===== src/rtl/axi_adc_jesd204_pnstat.sv =====
// PN-monitor status accumulator: lock FSM, saturating error/loss counters and
// sticky error/timeout flags, all in the adc_clk domain.
module axi_adc_jesd204_pnstat #(
    parameter int unsigned ERR_CNT_WIDTH  = 32,
    parameter int unsigned LOSS_CNT_WIDTH = 8,
    parameter int unsigned TIMEOUT_CYCLES = 4096
) (
    input  logic                      adc_clk,
    input  logic                      adc_rst,
    input  logic                      adc_pn_oos,
    input  logic                      adc_pn_err,
    input  logic [3:0]                adc_pnseq_sel,
    input  logic                      adc_pnstat_clr,
    output logic [1:0]                adc_pnstat_state,
    output logic                      adc_pn_locked,
    output logic [ERR_CNT_WIDTH-1:0]  adc_pn_err_count,
    output logic [LOSS_CNT_WIDTH-1:0] adc_pn_loss_count,
    output logic                      adc_pn_err_sticky,
    output logic                      adc_pn_timeout
);

    typedef enum logic [1:0] {
        StSearch  = 2'd0,
        StLocked  = 2'd1,
        StLost    = 2'd2,
        StTimeout = 2'd3
    } state_e;

    localparam logic [23:0] TimerLast = 24'(TIMEOUT_CYCLES - 1);

    state_e                    state_q, state_d;
    logic [23:0]               timer_q, timer_d;
    logic [3:0]                seq_q;
    logic [ERR_CNT_WIDTH-1:0]  err_cnt_q, err_cnt_d;
    logic [LOSS_CNT_WIDTH-1:0] loss_cnt_q, loss_cnt_d;
    logic                      err_sticky_q, err_sticky_d;
    logic                      timeout_q, timeout_d;
    logic                      restart;

    assign restart = (adc_pnseq_sel != seq_q);

    always_ff @(posedge adc_clk) begin
        if (adc_rst) begin
            state_q      <= StSearch;
            timer_q      <= '0;
            seq_q        <= '0;
            err_cnt_q    <= '0;
            loss_cnt_q   <= '0;
            err_sticky_q <= 1'b0;
            timeout_q    <= 1'b0;
        end else begin
            state_q      <= state_d;
            timer_q      <= timer_d;
            seq_q        <= adc_pnseq_sel;
            err_cnt_q    <= err_cnt_d;
            loss_cnt_q   <= loss_cnt_d;
            err_sticky_q <= err_sticky_d;
            timeout_q    <= timeout_d;
        end
    end

    always_comb begin
        state_d      = state_q;
        timer_d      = timer_q;
        err_cnt_d    = err_cnt_q;
        loss_cnt_d   = loss_cnt_q;
        err_sticky_d = err_sticky_q;
        timeout_d    = timeout_q;
        if (adc_pnstat_clr) begin
            state_d      = StSearch;
            timer_d      = '0;
            err_cnt_d    = '0;
            loss_cnt_d   = '0;
            err_sticky_d = 1'b0;
            timeout_d    = 1'b0;
        end else if (restart) begin
            // Sequence change: relock from scratch but keep the statistics.
            state_d = StSearch;
            timer_d = '0;
        end else begin
            unique case (state_q)
                StSearch, StLost: begin
                    if (!adc_pn_oos) begin
                        state_d = StLocked;
                        timer_d = '0;
                    end else if (timer_q == TimerLast) begin
                        state_d   = StTimeout;
                        timeout_d = 1'b1;
                    end else begin
                        timer_d = timer_q + 24'd1;
                    end
                end
                StLocked: begin
                    if (adc_pn_err) begin
                        err_sticky_d = 1'b1;
                        if (err_cnt_q != '1) err_cnt_d = err_cnt_q + 1'b1;
                    end
                    if (adc_pn_oos) begin
                        state_d = StLost;
                        timer_d = '0;
                        if (loss_cnt_q != '1) loss_cnt_d = loss_cnt_q + 1'b1;
                    end
                end
                StTimeout: begin
                    if (!adc_pn_oos) begin
                        state_d = StLocked;
                        timer_d = '0;
                    end
                end
                default: state_d = StSearch;
            endcase
        end
    end

    always_comb begin
        adc_pnstat_state  = state_q;
        adc_pn_locked     = (state_q == StLocked);
        adc_pn_err_count  = err_cnt_q;
        adc_pn_loss_count = loss_cnt_q;
        adc_pn_err_sticky = err_sticky_q;
        adc_pn_timeout    = timeout_q;
    end

endmodule


===== config.mk =====
export PLATFORM = sky130hd
export DESIGN_NAME = axi_adc_jesd204_pnstat
export DESIGN_NICKNAME = d
export VERILOG_FILES = /design/src/rtl/axi_adc_jesd204_pnstat.sv
export SDC_FILE = /design/constraint.sdc
export NUM_CORES = 1
export LEC_CHECK = 0
export ABC_AREA = 1
export CORE_ASPECT_RATIO = 0.9
export CORE_MARGIN = 5
export CORE_UTILIZATION = 65
export DETAILED_ROUTE_END_ITERATION = 16
export DONT_BUFFER_PORTS = 1
export PLACE_DENSITY = 0.81
export SLEW_MARGIN = 40
export SYNTH_ARGS = -nofsm -noshare
export SYNTH_HDL_FRONTEND = slang
export SYNTH_SLANG_ARGS = --single-unit
export TNS_END_PERCENT = 50

===== constraint.sdc =====
create_clock -name adc_clk -period 4.1 [get_ports adc_clk]
set_input_delay 0.615 -clock adc_clk [delete_from_list [all_inputs] [get_ports adc_clk]]
set_output_delay 0.615 -clock adc_clk [all_outputs]
set_load 0.03 [all_outputs]

==> results.md <==
* Clock insertion delay at the later pin of the skew report at 0.35 ns
* Total number of H-tree levels at 3
* Resized cells post-CTS at 0
* Sum of negative setup slack at 0 ns
* Worst hold slack after final layout at 0.321 ns
* Detailed-routing iteration count for the pre-antenna-repair pass at 5
* Placeable Area at 6970 µm²
* Worst path required time at 4.38 ns
* Clock tree from TritonCTS: yes
* Slack of the critical path at 1.25 ns
* Sum of routed wire length over all layers at 11.2 mm
* Highest achievable clock rate at 351 MHz
* Proportion of register bits with asynchronous set or reset after synthesis at 0%
* Period Utilization, post-route at 69.6%
* Number of buffers on the longest clock path at 2
* Cell at the root of the clock tree: sky130_fd_sc_hd__clkbuf_8
* Number of filler cells placed in the layout at 609
* Final slew viol count at 0
* Fraction of layout instances using a drive strength above 1 at 12.1%
* Clock-pin slew on the worst setup and hold paths at 0.08 ns
* Worst path arrival time at 3.13 ns
* Post-DRT Antenna Nets at 0
* Setup CP Type: reg2reg
* DRC violations left at 0
* Power density of the placed cells at 282 nW/µm²
* Clock period minus worst slack at 2.85 ns
* Die outline area at 8890 µm²
* HP Class: in2reg
* Number of hold violations in the final report at 0
* Register bit total from synthesis at 72
* # Max-Cap Violations at 0
* Starting Density at 66.3%
* Mean post-synth cell area at 6.51 µm²
* # IOs at 54
* Max IR drop VDD at 0.228 mV
* Fin Clk Skew at 0.00850 ns
* Sequential fraction of the synthesis area at 31.2%
* Power Total at 0.00136 W
* Antenna violations before repair at 0
* Drt initial violations at 219
* Maximum number of pins on one net before global-route repair at 31
* Pre-CTS setup slack at 1.26 ns
* Clock sinks at 72
* Post-CTS setup buffer count at 0
* Setup Viol. Count Final at 0
* Remaining max-slew budget at the tightest pin at 56.8%
* Number of synthesized flops with an enable pin at 0
* Row count at 29
* Wire length of the first global-routing pass at 19.3 mm
* Leak at 1.74 nW
* Num CTS Buffers at 9
* Routed wirelength normalized by instance count at 14.0 µm
* Post-Syn Instances at 709
* RSZ-0062 raised after global routing: false
* Count of yosys warnings during synthesis at 0
* Net count after synthesis at 721
* Critical Path Source Type: register
* Total vias in the final route at 4560
* Post-detailed-placement half-perimeter wirelength at 8.37 mm
* Critical path endpoint category: register
* IO buf count at 0
* Remaining global-route overflow at 0
* Die width at 98.8 µm
* Ant. Diodes at 0
* Post-layout nets at 716
* Total routing resource utilization after global routing at 25.7%
* Count of cell types in the netlist at 42
* Average via count per standard cell at 5.69
* CTS Hold Buffers Added at 0
* Via count of the first global-routing pass at 4355
* Synth-to-Final Area Change at 4.66%
* Height of the die at 90.0 µm
* Routability congestion estimate at 1.01
* Worst Tran Pin Value at 0.646 ns
* Synthesized cell area at 4620 µm²
* Largest fanout of any net on the critical path at 29
* Main flop type after synthesis: sky130_fd_sc_hd__dfxtp_1
* Result of the run: complete, no violations
-- layer usage --
| layer | vias to the layer above | part of all wire (%) | wire, µm | global-route usage [%] |
|---|---|---|---|---|
| met5 | - | 0 | 0 | 0 |
| met4 | 0 | 3.1 | 342 | 12.2 |
| met3 | 38 | 9.3 | 1040 | 7.74 |
| met2 | 210 | 49 | 5450 | 43.6 |
| met1 | 2053 | 39 | 4370 | 29.2 |
| li1 | 2259 | - | - | - |
-- registers in the layout (all words and copies together) (netlist names) --
name and count:
adc_pn_err_count 32, timer_q 24, adc_pn_loss_count 8, seq_q 4, adc_pnstat_state 2, adc_pn_err_sticky 1, adc_pn_timeout 1
-- placed cells by master, fill, tap and decap left out, drive strengths merged, types with 3 or more instances in the layout --
cell    count
inv        75
nor2       99
ha          3
a21oi      54
nand2     227
buf         5
nand4      20
nor3       16
o21ai      11
nand3b      5
clkbuf     13
nand3      70
xnor2       6
dfxtp      72
xor2       18
-- final timing paths --
check,from,end,slack (ns),cells after the start
min,adc_rst,seq_q[1],0.32,1
max reg2reg,adc_pnstat_state[0],adc_pn_err_count[15],1.25,9
max,adc_pnstat_state[0],adc_pn_err_count[15],1.25,9
min reg2reg,timer_q[3],timer_q[3],0.52,2
-- worst max-delay path, stage by stage (launching register included) --
cell,delay (ns)
sky130_fd_sc_hd__dfxtp_1,0.73
sky130_fd_sc_hd__inv_2,0.24
sky130_fd_sc_hd__nor2_1,0.14
sky130_fd_sc_hd__buf_4,0.18
sky130_fd_sc_hd__nand2_1,0.10
sky130_fd_sc_hd__nor2_4,0.37
sky130_fd_sc_hd__nand2_4,0.33
sky130_fd_sc_hd__inv_2,0.40
sky130_fd_sc_hd__nand2_1,0.10
sky130_fd_sc_hd__a21oi_1,0.16
-- cells by family (layout without fill, tap and decap cells) --
kind of cell	Yosys count	after routing	synth area share (%)
AOI/OAI and AO/OA	71	71	9.57
buffers and inverters	95	95	9.62
xor gates and xnor gates	24	24	4.55
DFF	72	72	31.2
and+or+nand+nor	444	444	44.2
adders and majority gates	3	3	0.813
-- cell type report --
type / instances / area (µm²) / share of cell area, %
inverters: 74 / 280 / 5.80
well taps: 93 / 116 / 2.41
multi-input cells: 542 / 2730 / 56.5
repair buffers: 5 / 37.5 / 0.777
flip-flops and latches: 72 / 1440 / 29.8
clock buffers: 13 / 179 / 3.70
clock inverters: 3 / 46.3 / 0.958
-- per-stage QoR --
stage               instances  utilization (%)  cell area [µm²]
finish                    802             69.4             4830
global route              802             69.4             4830
CTS                       802             69.4             4830
detailed placement        786             66.1             4610
global placement          786             66.1             4610
floorplan                 709                -             4620
-- Yosys cell counts, types with 5 or more instances --
cell type	count	area share, %
sky130_fd_sc_hd__dfxtp_1	72	31
sky130_fd_sc_hd__nand3_1	69	7.5
sky130_fd_sc_hd__xnor2_1	6	1.1
sky130_fd_sc_hd__nand3b_1	5	0.81
sky130_fd_sc_hd__nand2_4	5	1.2
sky130_fd_sc_hd__inv_2	5	0.41
sky130_fd_sc_hd__inv_1	68	5.5
sky130_fd_sc_hd__nor2_4	6	1.5
sky130_fd_sc_hd__nand2_2	23	3.1
sky130_fd_sc_hd__nand2_1	199	16
sky130_fd_sc_hd__nor3_1	15	1.6
sky130_fd_sc_hd__a21oi_1	36	3.9
sky130_fd_sc_hd__nand4_1	20	2.7
sky130_fd_sc_hd__clkbuf_1	6	0.49
sky130_fd_sc_hd__a21oi_2	18	3.4
sky130_fd_sc_hd__buf_2	7	0.76
sky130_fd_sc_hd__xor2_1	18	3.4
sky130_fd_sc_hd__o21ai_0	9	0.98
sky130_fd_sc_hd__nor2_1	91	7.4
-- report_power, final --
part,leakage [nW],switching (W),internal (W)
Clock,0.112,0.000276,0.000350
Combinational,1.05,0.0000277,0.00000921
Sequential,0.581,0.00000152,0.000701
Total,1.74,0.000305,0.00106
No activity file was read; power rests on OpenSTA's default activity.
